==> src/rtl/vend_pkg.sv <==
// vend_pkg: coin values, coin_sel encodings and dispenser FSM states
package vend_pkg;
    localparam int VAL_1  = 1;
    localparam int VAL_5  = 5;
    localparam int VAL_10 = 10;
    localparam int VAL_20 = 20;
    typedef enum logic [1:0] {
        COIN_1  = 2'b00,
        COIN_5  = 2'b01,
        COIN_10 = 2'b10,
        COIN_20 = 2'b11
    } coin_e;
    typedef enum logic [2:0] {
        S_IDLE,
        S_REQ,
        S_GAP,
        S_DONE,
        S_FAULT
    } state_e;
endpackage

==> src/rtl/change_coin_picker.sv <==
// change_coin_picker: largest coin not exceeding the amount, and its value
module change_coin_picker
    import vend_pkg::*;
#(
    parameter int AMT_W = 8
) (
    input  logic [AMT_W-1:0] amount_i,
    output coin_e            coin_sel_o,
    output logic [AMT_W-1:0] coin_val_o
);
    logic [31:0] amt;
    assign amt = 32'(amount_i);
    // greedy pick, then map the chosen coin to its value
    always_comb begin
        coin_sel_o = amt >= 32'(VAL_20) ? COIN_20 :
                     amt >= 32'(VAL_10) ? COIN_10 :
                     amt >= 32'(VAL_5)  ? COIN_5  : COIN_1;
        coin_val_o = AMT_W'(coin_sel_o == COIN_20 ? VAL_20 :
                            coin_sel_o == COIN_10 ? VAL_10 :
                            coin_sel_o == COIN_5  ? VAL_5  : VAL_1);
    end
endmodule

==> src/rtl/change_dispenser.sv <==
// change_dispenser: pays change one coin at a time through a hopper handshake
module change_dispenser
    import vend_pkg::*;
#(
    parameter int AMT_W       = 8,
    parameter int ACK_TIMEOUT = 15
) (
    input  logic             clk,
    input  logic             rst,
    input  logic             change_valid,
    input  logic [AMT_W-1:0] change_amount,
    input  logic             coin_ack,
    output logic             coin_req,
    output logic [1:0]       coin_sel,
    output logic             busy,
    output logic             done,
    output logic             fault,
    output logic [AMT_W-1:0] remaining
);
    localparam int CNT_W = $clog2(ACK_TIMEOUT + 1);

    state_e           state_q, state_d;
    logic [CNT_W-1:0] cnt_q, cnt_d, cnt_nxt;
    logic [AMT_W-1:0] remaining_q, remaining_d, rem_sub, pick_in, pick_val;
    coin_e            coin_sel_q, coin_sel_d, pick_sel;
    logic             coin_req_q, coin_req_d, busy_q, busy_d;
    logic             done_q, done_d, fault_q, fault_d, timeout;

    // In REQ the remaining amount is unchanged since the coin was chosen,
    // so the picker's value output equals the value of the coin on offer.
    assign pick_in = (state_q == S_IDLE) ? change_amount : remaining_q;

    change_coin_picker #(.AMT_W(AMT_W)) u_picker (
        .amount_i   (pick_in),
        .coin_sel_o (pick_sel),
        .coin_val_o (pick_val)
    );

    assign rem_sub = remaining_q - pick_val;
    assign cnt_nxt = (cnt_q == CNT_W'(ACK_TIMEOUT)) ? cnt_q : cnt_q + 1'b1;
    assign timeout = cnt_nxt == CNT_W'(ACK_TIMEOUT);

    // state and registered outputs
    always_ff @(posedge clk) begin
        if (rst) begin
            state_q     <= S_IDLE;
            cnt_q       <= '0;
            remaining_q <= '0;
            coin_sel_q  <= COIN_1;
            coin_req_q  <= 1'b0;
            busy_q      <= 1'b0;
            done_q      <= 1'b0;
            fault_q     <= 1'b0;
        end else begin
            state_q     <= state_d;
            cnt_q       <= cnt_d;
            remaining_q <= remaining_d;
            coin_sel_q  <= coin_sel_d;
            coin_req_q  <= coin_req_d;
            busy_q      <= busy_d;
            done_q      <= done_d;
            fault_q     <= fault_d;
        end
    end

    // next state; an ack beats a timeout landing on the same cycle
    always_comb begin
        state_d = state_q;
        case (state_q)
            S_IDLE:  if (change_valid) state_d = (change_amount == '0) ? S_DONE : S_REQ;
            S_REQ:   if (coin_ack) state_d = (rem_sub == '0) ? S_DONE : S_GAP;
                     else if (timeout) state_d = S_FAULT;
            S_GAP:   state_d = S_REQ;
            S_DONE:  state_d = S_IDLE;
            S_FAULT: state_d = S_FAULT;
            default: state_d = S_IDLE;
        endcase
    end

    // next values of the datapath and of the flags, taken from the next state
    always_comb begin
        remaining_d = (state_q == S_IDLE && change_valid) ? change_amount :
                      (state_q == S_REQ && coin_ack)      ? rem_sub : remaining_q;
        coin_sel_d  = ((state_q == S_IDLE && change_valid && change_amount != '0) ||
                       state_q == S_GAP) ? pick_sel : coin_sel_q;
        cnt_d       = (state_q == S_REQ && !coin_ack) ? cnt_nxt : '0;
        coin_req_d  = state_d == S_REQ;
        busy_d      = state_d == S_REQ || state_d == S_GAP || state_d == S_DONE;
        done_d      = state_d == S_DONE;
        fault_d     = state_d == S_FAULT;
    end

    assign coin_req  = coin_req_q;
    assign coin_sel  = coin_sel_q;
    assign busy      = busy_q;
    assign done      = done_q;
    assign fault     = fault_q;
    assign remaining = remaining_q;
endmodule
==> config.mk <==
export PLATFORM = sky130hd
export DESIGN_NAME = change_dispenser
export DESIGN_NICKNAME = d
export VERILOG_FILES = /design/src/rtl/vend_pkg.sv /design/src/rtl/change_coin_picker.sv /design/src/rtl/change_dispenser.sv
export SDC_FILE = /design/constraint.sdc
export NUM_CORES = 1
export LEC_CHECK = 0
export ABC_CLOCK_PERIOD_IN_PS = 5200
export CORE_AREA = 2 2 54 56
export DETAILED_ROUTE_END_ITERATION = 7
export DIE_AREA = 0 0 56 58
export PLACE_DENSITY = 0.77
export RECOVER_POWER = 50
export SLEW_MARGIN = 10
export SYNTH_ARGS = -nofsm -noshare
export SYNTH_HDL_FRONTEND = slang
export SYNTH_SLANG_ARGS = --single-unit
export TNS_END_PERCENT = 1
==> constraint.sdc <==
create_clock -name clk -period 5.2 [get_ports clk]
set_input_delay 1.04 -clock clk [delete_from_list [all_inputs] [get_ports clk]]
set_output_delay 1.04 -clock clk [all_outputs]
set_load 0.01 [all_outputs]
Word-level counts from Yosys, hierarchy flattened
Cells that the tools add are included.
{"block": "word_totals", "elab_cells": 56, "register_bits": 21, "out_inout_bits": 14}
{"block": "op_classes", "bitwise_logic": 1, "order_cmp": 3, "eq_ne": 12, "n_reduce_logical": 14, "mux": 16, "n_addsub": 2}
{"op": "2-to-1 mux 8 bit", "count": 5}
{"op": "zero test 8 bit", "count": 2}
{"op": "2-to-1 mux 3 bit", "count": 4}
{"op": "case mux 3 bit (4 select lines)", "count": 1}
{"op": "equality test 3 x 2 -> 1 bit, second input constant", "count": 3}
{"op": "equality test 4 bit, second input constant", "count": 2}
{"op": ">= comparator 8 x 3 -> 1 bit, second input constant", "count": 1}
{"op": ">= comparator 8 x 4 -> 1 bit, second input constant", "count": 1}
{"op": ">= comparator 8 x 5 -> 1 bit, second input constant", "count": 1}
{"op": "nonzero test 8 bit", "count": 1}
{"op": "subtractor 8 bit", "count": 1}
{"op": "equality test 3 x 1 -> 1 bit, second input constant", "count": 2}
{"op": "equality test 3 bit, second input constant", "count": 2}
{"op": "2-to-1 mux 2 bit", "count": 3}
{"op": "adder 4 x 1 -> 4 bit, second input constant", "count": 1}
{"op": "equality test 2 bit, second input constant", "count": 2}
{"op": "logical AND 1 bit", "count": 4}
{"op": "2-to-1 mux 4 bit", "count": 1}
{"op": "zero test 3 bit", "count": 1}
{"op": "logical OR 1 bit", "count": 3}
{"op": "equality test 2 x 1 -> 1 bit, second input constant", "count": 1}
{"op": "2-to-1 mux 1 bit", "count": 2}
{"op": "nonzero test 2 bit", "count": 1}
{"op": "OR reduction 2 bit", "count": 1}
{"op": "2 further kinds", "count": 2}

Logic depth before layout (Yosys ltp)
Gate-level depths: netlist of the first run.
{"block": "logic_depth", "word_depth": 18, "ltp_mapped": 15}

Cells and area by module
From an unflattened synthesis of the first run, not the netlist that was laid out.
{"block": "unflattened", "hier_cells": 189, "area_unflattened_um2": 1560.2}
{"module": "change_dispenser", "area_per_inst_um2": 1431.4, "n_inst": 1, "cells_per_inst": 170, "seq_area_each_um2": 420.4}
{"module": "change_coin_picker", "area_per_inst_um2": 128.9, "n_inst": 1, "cells_per_inst": 19, "seq_area_each_um2": 0.0}

Worst setup path after synthesis of the first run
No wires, ideal clock.
{"block": "synth_timing", "path_type": "input port to flip-flop", "startpoint": "input port change_amount[7]", "endpoint": "register done_q (netlist: done)", "required_ps": 5141, "slack_ps": 1568, "cell_stages": 13, "arrival_ps": 3573, "setup_ps": 59, "path_cell_list": "nor3_1 > nand2_1 > o32ai_1 > a22o_1 > nand2b_1 > inv_1 > fa_1 > nand2b_1 > a21oi_1 > xor2_1 > or3_1 > o31ai_2 > and2_1"}
{"block": "synth_via", "elab_chain_len": 15, "elab_cells_between_ends": 22, "cone_classes": "1 x add/sub; 3 x order compare; 4 x eq/ne; 12 x mux; 2 x reduce/logical"}
{"item": "start: declaration", "line_no": "change_dispenser.sv:11", "source": "input logic [AMT_W-1:0] change_amount,"}
{"item": "2-to-1 mux 8 bit", "line_no": "change_dispenser.sv:31", "source": "assign pick_in = (state_q == S_IDLE) ? change_amount : remaining_q;"}
{"item": ">= comparator 8 x 3 -> 1 bit", "line_no": "change_coin_picker.sv:17", "source": "amt >= 32'(VAL_5) ? COIN_5 : COIN_1;"}
{"item": "2-to-1 mux 1 bit", "line_no": "change_coin_picker.sv:17"}
{"item": "2-to-1 mux 2 bit", "line_no": "change_coin_picker.sv:16", "source": "amt >= 32'(VAL_10) ? COIN_10 :"}
{"item": "2-to-1 mux 2 bit", "line_no": "change_coin_picker.sv:15", "source": "coin_sel_o = amt >= 32'(VAL_20) ? COIN_20 :"}
{"item": "equality test 2 x 1 -> 1 bit", "line_no": "change_coin_picker.sv:20", "source": "coin_sel_o == COIN_5 ? VAL_5 : VAL_1);"}
{"item": "2-to-1 mux 3 bit", "line_no": "change_coin_picker.sv:20"}
{"item": "2-to-1 mux 8 bit", "line_no": "change_coin_picker.sv:19", "source": "coin_sel_o == COIN_10 ? VAL_10 :"}
{"item": "2-to-1 mux 8 bit", "line_no": "change_coin_picker.sv:18", "source": "coin_val_o = AMT_W'(coin_sel_o == COIN_20 ? VAL_20 :"}
{"item": "subtractor 8 bit", "line_no": "change_dispenser.sv:39", "source": "assign rem_sub = remaining_q - pick_val;"}
{"item": "zero test 8 bit", "line_no": "change_dispenser.sv:71", "source": "S_REQ: if (coin_ack) state_d = (rem_sub == '0) ? S_DONE : S_GAP;"}
{"item": "2-to-1 mux 1 bit", "line_no": "change_dispenser.sv:71"}
{"item": "2-to-1 mux 3 bit", "line_no": "change_dispenser.sv:71"}
{"item": "case mux 3 bit (4 select lines) (*)", "line_no": "change_dispenser.sv:69", "source": "case (state_q)"}
{"item": "equality test 3 x 2 -> 1 bit (*)", "line_no": "change_dispenser.sv:89", "source": "done_d = state_d == S_DONE;"}
{"item": "end signal: assignment", "line_no": "change_dispenser.sv:61", "source": "done_q <= done_d;"}
{"item": "end: declaration", "line_no": "change_dispenser.sv:27", "source": "logic done_q, done_d, fault_q, fault_d, timeout;"}
Every way passes the cells marked *; elsewhere a longest branch is shown, timed or not.
A chain may end at the register's enable or synchronous reset.

Final worst setup path of the first run
Same ends and word-level chain as after synthesis.

==> results.yml, run 1 <==
final_layout:
  final_common_cell: "dfxtp_1"
  area_growth_syn_to_layout_pct: 22.33
  fill_cells: 249
  antenna_cells: 0
  drive_gt1_share_pct: 4.891
  layout.nets: 204
  final_cell_mix: "dfxtp_1, nor2_1, dlygate4sd3_1"
power:
  total_power_uw: 418.8
  p_per_area_nw_per_um2: 263.3
  max-vdd-ir-drop_v: 0.0001598
  p_leak_uw: 0.0006396
critical_path:
  crit_chain: "clkdlybuf4s50_1, nor3_1, nand2_1, o32ai_1, a22o_1, nand2b_1, inv_1, fa_1, nand2b_1, a21oi_1, xor2_1, or3_1, o31ai_2, and2_1"
  slowest_stage: "clkdlybuf4s50_1"
  crit_buf_inv: 2
  required_ps: 5460
  end_kind: "register"
  crit_top_cell: "nand2b_1"
  start_kind: "input port"
  worstPathMaxFanout: 4
  crit_family: "simple AND/OR/NAND/NOR gates"
  critPathMaxStageDelay_ps: 420
  worstPathArrival_ps: 4380
  crit_type: "input port to register"
routing:
  via_per_inst: 6.223
  routed_wl_mm: 3.175
  dr.pass1.iters: 4
  ant_nets: 0
  drt_iter0_markers: 53
  wire_per_inst_um: 14.77
  vias: 1338
  drcViolationCount: 0
timing:
  slew_headroom_pct: 23.30
  setup_violations: 0
  tightest_slew_ps: 1148
  period_needed_ps: 4121
  hold_violations: 0
  maxSlewViolCount: 0
  fin_crit_sh_pct: 79.24
  max_freq_ghz: 0.2427
  fin_skew_ps: 3.783
  rsz0062_at_grt: "false"
  final.setup.tns_ps: 0
  worst_hold_slack_ps: 500.8
synthesis:
  synth_cell_types: 43
  ys_seq_area_share_pct: 32.34
  synth_area_per_cell_sq_um: 8.125
  synth_warnings: 0
  syn_inst: 160
  ys_seq_elements: 21
  synth_nets: 179
  syn_area_sq_um: 1300
cts:
  cts.path.max_buffers: 2
  path_clk_slew_ps: 120
  cts_max_level: 1
  cts_tree: "built"
  cts_resized: 0
  insertion_delay_ps: 310
  clock_sink_count: 21
  postCtsSetupBuffers: 0
  cts_buffers: 3
  postCtsHoldBufs: 0
  root_buffer: "clkbuf_4"
run_status:
  status: "finished, final reports clean"
min_path:
  hp-class: "register to register"
die:
  core_sq_um: 2663
  die-area_sq_um: 3248
  die_w_um: 56
  start_util_pct: 48.83
  fp.dieH_um: 58
  ios: 26
  num_rows: 19
global_routing:
  grt_pass1_vias: 1216
  grt_max_degree: 19
  grt_pass1_wl_mm: 5.340
  antenna_found_initial: 0
  grt_usage_pct: 20.53
  gr-total-overflow: 0
placement:
  gp_congestion: 0.9425
  io_buffers: 25
  dp_hpwl_mm: 2.432
job:
  cap_violations: 0
logic make-up (layout without fill, tap and decap cells):
family	count (synthesis)	in the layout	share of synthesized area [%]
adders and majority gates	7	7	7.315
xor gates and xnor gates	5	5	3.369
buffers and inverters	14	38	4.235
muxes	2	2	1.540
AOI/OAI and AO/OA	47	47	24.54
DFF	21	21	32.34
and+or+nand+nor	64	64	26.66
state kept, by name, summed over array words and instances (netlist names):
register   count
busy           1
coin_sel       2
fault          1
state_q        3
done           1
remaining      8
cnt_q          4
coin_req       1
cell usage after synthesis:
master	n	share of area, %
a211oi_1	4	2.3
a21oi_1	12	4.6
a21oi_2	1	0.67
a221oi_1	2	1.3
a22o_1	2	1.3
a22oi_1	4	2.3
a31oi_1	1	0.48
a32oi_1	1	0.67
and2_1	2	0.96
buf_1	1	0.29
buf_2	2	0.77
clkbuf_1	2	0.58
dfxtp_1	21	32
fa_1	1	1.5
ha_1	6	5.8
inv_1	9	2.6
mux2i_1	2	1.5
nand2_1	12	3.5
nand2b_1	6	2.9
nand2b_2	1	0.67
nand3_1	5	1.9
nor2_1	15	4.3
nor2b_1	3	1.4
nor3_1	7	2.7
nor3_4	1	1.3
nor3b_1	1	0.58
nor3b_2	1	0.96
nor4_1	3	1.4
nor4b_1	1	0.67
nor4bb_1	1	0.77
o2111ai_1	1	0.67
o21a_1	3	1.7
o21ai_0	8	3.1
o22a_1	1	0.67
o22ai_1	2	0.96
o31a_1	1	0.67
o31ai_2	1	0.96
o32ai_1	3	2.0
or2_2	1	0.48
or3_1	2	0.96
or4_1	2	1.2
xnor2_1	2	1.3
xor2_1	3	2.0
power by group:
part           internal (uW)  switching [uW]
logic                   69.4            80.5
clock network           28.7            52.1
registers                173            15.3
total                    271             148
tightest hold or removal path, cell delays in order (launching register included):
cell,delay [ps]
dfxtp_1,330
nand2b_1,70
o22ai_1,70
routing by layer:
layer	track usage, %	up-vias	routed length, um
met4	9.864	0	91
met1	24.76	628	1329
met5	0	-	0
li1	-	643	-
met2	35.80	59	1534
met3	3.348	8	219
through the flow:
| stage | worst slack, ps | area (sq um) | cells | util [%] |
|---|---|---|---|---|
| after detailed placement | 821.0 | 1568 | 211 | 58.88 |
| after floorplan | 1568 | 1300 | 160 | - |
| after global placement | 864.6 | 1568 | 211 | 58.88 |
| after CTS | 1120 | 1595 | 215 | 59.92 |
| after global routing | 821.2 | 1590 | 215 | 59.73 |
| final | 1079 | 1590 | 215 | 59.73 |
layout make-up:
class / count / area (sq um) / share of cell area [%]
Inverter: 9 / 33.78 / 2.124
Sequential cell: 21 / 420.4 / 26.44
Clock inverter: 1 / 5.005 / 0.3147
Clock buffer: 3 / 22.52 / 1.416
Multi-Input combinational cell: 125 / 819.5 / 51.53
Tap cell: 31 / 38.79 / 2.439
Timing Repair Buffer: 25 / 250.2 / 15.74
worst paths after layout:
kind / cells past startpoint / slack [ps] / to / startpoint
worst min register to register: 2 / 500 / coin_sel[0]$_SDFFE_PP0P_ / coin_sel[0]$_SDFFE_PP0P_
worst min-delay path: 2 / 500 / coin_sel[0]$_SDFFE_PP0P_ / coin_sel[0]$_SDFFE_PP0P_
worst max register to register: 13 / 1740 / done$_SDFF_PP0_ / state_q[2]$_SDFF_PP0_
worst max-delay path: 14 / 1080 / done$_SDFF_PP0_ / change_amount[7]
Power figures use the tool's default switching activity.
==> run 2, diff against run 1 <==
- ABC_CLOCK_PERIOD_IN_PS: 5200 -> 3850
- clock period: 5.2 -> 3.85 ns (I/O delays scaled with it)
==> results.yml, run 2 (synthesized netlist as in run 1, its figures left out) <==
run_status:
  status: "finished, final reports clean"
placement:
  post_dp_cell_area_sq_um: 1605
  dp_hpwl_mm: 2.577
  io_buffers: 25
  gp_congestion: 0.9673
min_path:
  min_from: "coin_sel[1]$_SDFFE_PP0P_"
  hold_depth: 2
  hp-class: "register to register"
final_layout:
  largest_reg_flops: 8
  utilization_pct: 62.03
  layout.nets: 209
  final_area_sq_um: 1652
  drive_gt1_share_pct: 9.524
  area_growth_syn_to_layout_pct: 27.04
  antenna_cells: 0
  final_cell_mix: "dfxtp_1, nor2_1, clkdlybuf4s50_1"
  final_common_cell: "dfxtp_1"
power:
  p_leak_uw: 0.0006665
  p_per_area_nw_per_um2: 358.4
  total_power_uw: 591.9
  max-vdd-ir-drop_v: 0.0002377
timing:
  maxSlewViolCount: 0
  slew_headroom_pct: 54.83
  max_freq_ghz: 0.2778
  tightest_slew_ps: 675.4
  rsz0062_at_grt: "false"
  hold_violations: 0
  fin_skew_ps: 4.995
  fin_crit_sh_pct: 93.49
  period_needed_ps: 3599
  final.setup.tns_ps: 0
  setup_violations: 0
cts:
  cts_max_level: 1
  root_buffer: "clkbuf_4"
  cts.path.max_buffers: 2
  postCtsHoldBufs: 0
  insertion_delay_ps: 310
  clock_sink_count: 21
  path_clk_slew_ps: 130
  postCtsSetupBuffers: 0
  cts_buffers: 3
  cts_tree: "built"
routing:
  routed_wl_mm: 3.475
  ant_nets: 0
  via_per_inst: 6.118
  drt_iter0_markers: 37
  vias: 1346
  dr.pass1.iters: 4
  wire_per_inst_um: 15.80
  drcViolationCount: 0
global_routing:
  grt_usage_pct: 22.36
  grt_pass1_vias: 1349
  antenna_found_initial: 0
  grt_max_degree: 19
  grt_pass1_wl_mm: 5.823
  gr-total-overflow: 0
die:
  start_util_pct: 48.83
  num_rows: 19
  ios: 26
  die-area_sq_um: 3248
  die_w_um: 56
  core_sq_um: 2663
  fp.dieH_um: 58
critical_path:
  worstPathMaxFanout: 3
  crit_type: "input port to register"
  crit_start: "change_amount[6]"
  worstPathArrival_ps: 3860
  end_kind: "register"
  reg2reg_depth: 12
  required_ps: 4110
  r2r_start: "state_q[2]$_SDFF_PP0_"
  start_kind: "input port"
job:
  cap_violations: 0
[run 2: cell count changes in the layout (fill, tap and decap cells not counted), sizes merged]
cell | previous run | this run
clkdlybuf4s50 | 12 | 14
dlygate4sd3 | 13 | 11
buf | 0 | 5
[run 2: stage by stage]
stage | hold WS [ps] | std cells | worst slack [ps]
detailed placement | 493.9 | 216 | -69.98
global placement | 470.4 | 216 | 14.87
CTS | 515.9 | 220 | 239.4
global route | 518.2 | 220 | 56.68
finish | 502.4 | 220 | 250.8
floorplan | 483.2 | 160 | 488.3
[run 2: final cells by class]
| class | instances | area (sq um) |
|---|---|---|
| Clock buffer | 3 | 22.52 |
| Clock inverter | 1 | 5.005 |
| Fill cell | 243 | 1011 |
| Inverter | 9 | 33.78 |
| Multi-Input combinational cell | 125 | 843.3 |
| Sequential cell | 21 | 420.4 |
| Tap cell | 31 | 38.79 |
| Timing Repair Buffer | 30 | 287.8 |
[run 2: what timing repair did]
item / 4_1_cts / 5_1_grt
endpoints found under the hold margin: 0 / 0
resized for setup: 0 / 4
endpoints found under the setup margin: 0 / 2
[run 2: final timing paths]
kind | slack (ps) | endpoint
max | 250 | done$_SDFF_PP0_
max reg2reg | 360 | done$_SDFF_PP0_
min reg2reg | 500 | coin_sel[1]$_SDFFE_PP0P_
min | 500 | coin_sel[1]$_SDFFE_PP0P_
[run 2: layer usage]
metal	vias up	wire, um	global-route usage [%]
met5	-	0	0
met4	0	42	9.524
met3	5	224	3.348
met2	40	1710	38.49
met1	654	1497	28.06
li1	647	-	-
[run 2: report_power, final]
group / leakage (uW) / total [uW] / internal, uW / switching (uW)
combinational: 0.000477 / 225 / 106 / 119
clock: 0.0000177 / 112 / 38.8 / 72.8
sequential: 0.000172 / 255 / 233 / 21.4
total: 0.000666 / 592 / 379 / 213
[run 2: critical path, cell delays in order]
cell             delay (ps)
clkdlybuf4s50_1         510
nor3_2                   60
nand2_1                 100
buf_4                   120
o21ai_0                  60
a22o_1                  230
buf_4                   150
ha_1                    210
fa_1                    400
nand2b_1                200
buf_4                   150
nand2_1                  50
nand3_1                  70
or3_1                   420
o31ai_2                 210
and2_1                  150
==> run 3, diff against run 2 <==
- CTS_BUF_LIST: default -> sky130_fd_sc_hd__clkbuf_8 sky130_fd_sc_hd__clkbuf_16
- SLEW_MARGIN: 10 -> 0
==> results.yml, run 3 (synthesized netlist as in run 1, its figures left out) <==
timing:
  worst_hold_slack_ps: 496.5
  maxSlewViolCount: 0
  slew_headroom_pct: 54.24
  fin_crit_sh_pct: 94.82
  max_freq_ghz: 0.2739
  period_needed_ps: 3651
  fin_skew_ps: 2.301
  fin_ws_ps: 199.4
  hold_violations: 0
  tightest_slew_ps: 684.2
  setup_violations: 0
cts:
  cts_max_level: 1
  root_buffer: "clkbuf_8"
  cts.path.max_buffers: 2
  postCtsHoldBufs: 0
  insertion_delay_ps: 260
  clock_sink_count: 21
  postCtsSetupBuffers: 0
  cts_buffers: 3
  cts_tree: "built"
  cts_resized: 0
  path_clk_slew_ps: 80
final_layout:
  fill_cells: 239
  antenna_cells: 0
  final_area_sq_um: 1695
  utilization_pct: 63.67
  drive_gt1_share_pct: 11.11
  layout.nets: 209
  largest_reg_flops: 8
  area_growth_syn_to_layout_pct: 30.41
  final_cell_mix: "dfxtp_1, nor2_1, dlygate4sd3_1"
  final_common_cell: "dfxtp_1"
placement:
  dp_hpwl_mm: 2.577
  dp_slack_ps: -69.98
  gp_congestion: 0.9673
  post_dp_cell_area_sq_um: 1605
  io_buffers: 25
die:
  ios: 26
  die-area_sq_um: 3248
  fp.dieH_um: 58
  core_sq_um: 2663
  start_util_pct: 48.83
  die_w_um: 56
  num_rows: 19
critical_path:
  critPathMaxStageDelay_ps: 520
  r2r_end: "done$_SDFF_PP0_"
  reg2reg_depth: 12
  worstPathArrival_ps: 3850
  crit_start: "change_amount[6]"
  crit_family: "simple AND/OR/NAND/NOR gates"
  r2r_slack_ps: 390
  crit_type: "input port to register"
  required_ps: 4050
  crit_top_cell: "buf_4"
  start_kind: "input port"
  crit_chain: "clkdlybuf4s50_1, nor3_2, nand2_1, buf_4, o21ai_0, a22o_1, buf_4, ha_1, fa_1, nor4bb_4, nand3_1, or3_4, o31ai_2, and2_1"
  crit_buf_inv: 3
  slowest_stage: "fa_1"
  r2r_start: "state_q[2]$_SDFF_PP0_"
  end_kind: "register"
  worstPathMaxFanout: 3
min_path:
  min_to: "coin_sel[1]$_SDFFE_PP0P_"
  hp-class: "register to register"
  min_from: "coin_sel[1]$_SDFFE_PP0P_"
  hold_depth: 2
global_routing:
  gr-total-overflow: 0
  grt_pass1_wl_mm: 5.789
  grt_max_degree: 19
  grt_usage_pct: 22.08
  antenna_found_initial: 0
  grt_pass1_vias: 1332
routing:
  routed_wl_mm: 3.472
  vias: 1366
  ant_nets: 0
  wire_per_inst_um: 15.78
  drt_iter0_markers: 31
  via_per_inst: 6.209
  dr.pass1.iters: 4
  drcViolationCount: 0
power:
  p_leak_uw: 0.0006877
  max-vdd-ir-drop_v: 0.0002461
  total_power_uw: 636.5
  p_per_area_nw_per_um2: 375.4
job:
  cap_violations: 0
run_status:
  status: "finished, final reports clean"
==> run 3: worst register-to-register path, cell delays in order, from the launching register on <==
cell and delay, ps:
dfxtp_1 410, nor3_4 410, or4_1 230, o32ai_2 90
a22o_1 270, buf_4 150, ha_1 210, fa_1 520
nor4bb_4 210, nand3_1 120, or3_4 420, o31ai_2 200
and2_1 150
==> run 3: worst max-delay path by stage <==
stage / end / slack, ps / cells after the start
6_report: done$_SDFF_PP0_ / 200 / 14
5_1_grt: done$_SDFF_PP0_ / -40 / 13
4_1_cts: done$_SDFF_PP0_ / 180 / 13
3_5_place_dp: done$_SDFF_PP0_ / -70 / 13
3_3_place_gp: done$_SDFF_PP0_ / 10 / 13
2_1_floorplan: done$_SDFF_PP0_ / 490 / 13
==> run 3: layer usage <==
| metal | GRT usage [%] | wire length (um) | vias up | share of wire, % |
|---|---|---|---|---|
| met3 | 2.679 | 239 | 8 | 6.9 |
| met1 | 28.33 | 1421 | 656 | 41 |
| met2 | 38.49 | 1740 | 55 | 50 |
| met5 | 0 | 0 | - | 0 |
| li1 | - | - | 647 | - |
| met4 | 7.823 | 71 | 0 | 2.0 |
==> run 3: metrics by stage <==
stage / instances / setup TNS, ps
2_1_floorplan: 160 / 0
6_report: 220 / 0
4_1_cts: 220 / 0
3_3_place_gp: 216 / 0
3_5_place_dp: 216 / -69.98
5_1_grt: 220 / -35.36
==> run 3: report_power, final <==
part / total, uW / internal (uW) / switching, uW
sequential: 255 / 233 / 21.9
combinational: 237 / 113 / 124
clock: 144 / 72.0 / 72.4
==> run 3: cell type report <==
type                    instances  area [sq um]  area share [%]
clock buffers                   3         41.29           2.435
clock inverters                 1         5.005          0.2952
inverters                       9         33.78           1.993
multi-input cells             125         868.3           51.22
flip-flops and latches         21         420.4           24.80
well taps                      31         38.79           2.288
repair buffers                 30         287.8           16.97
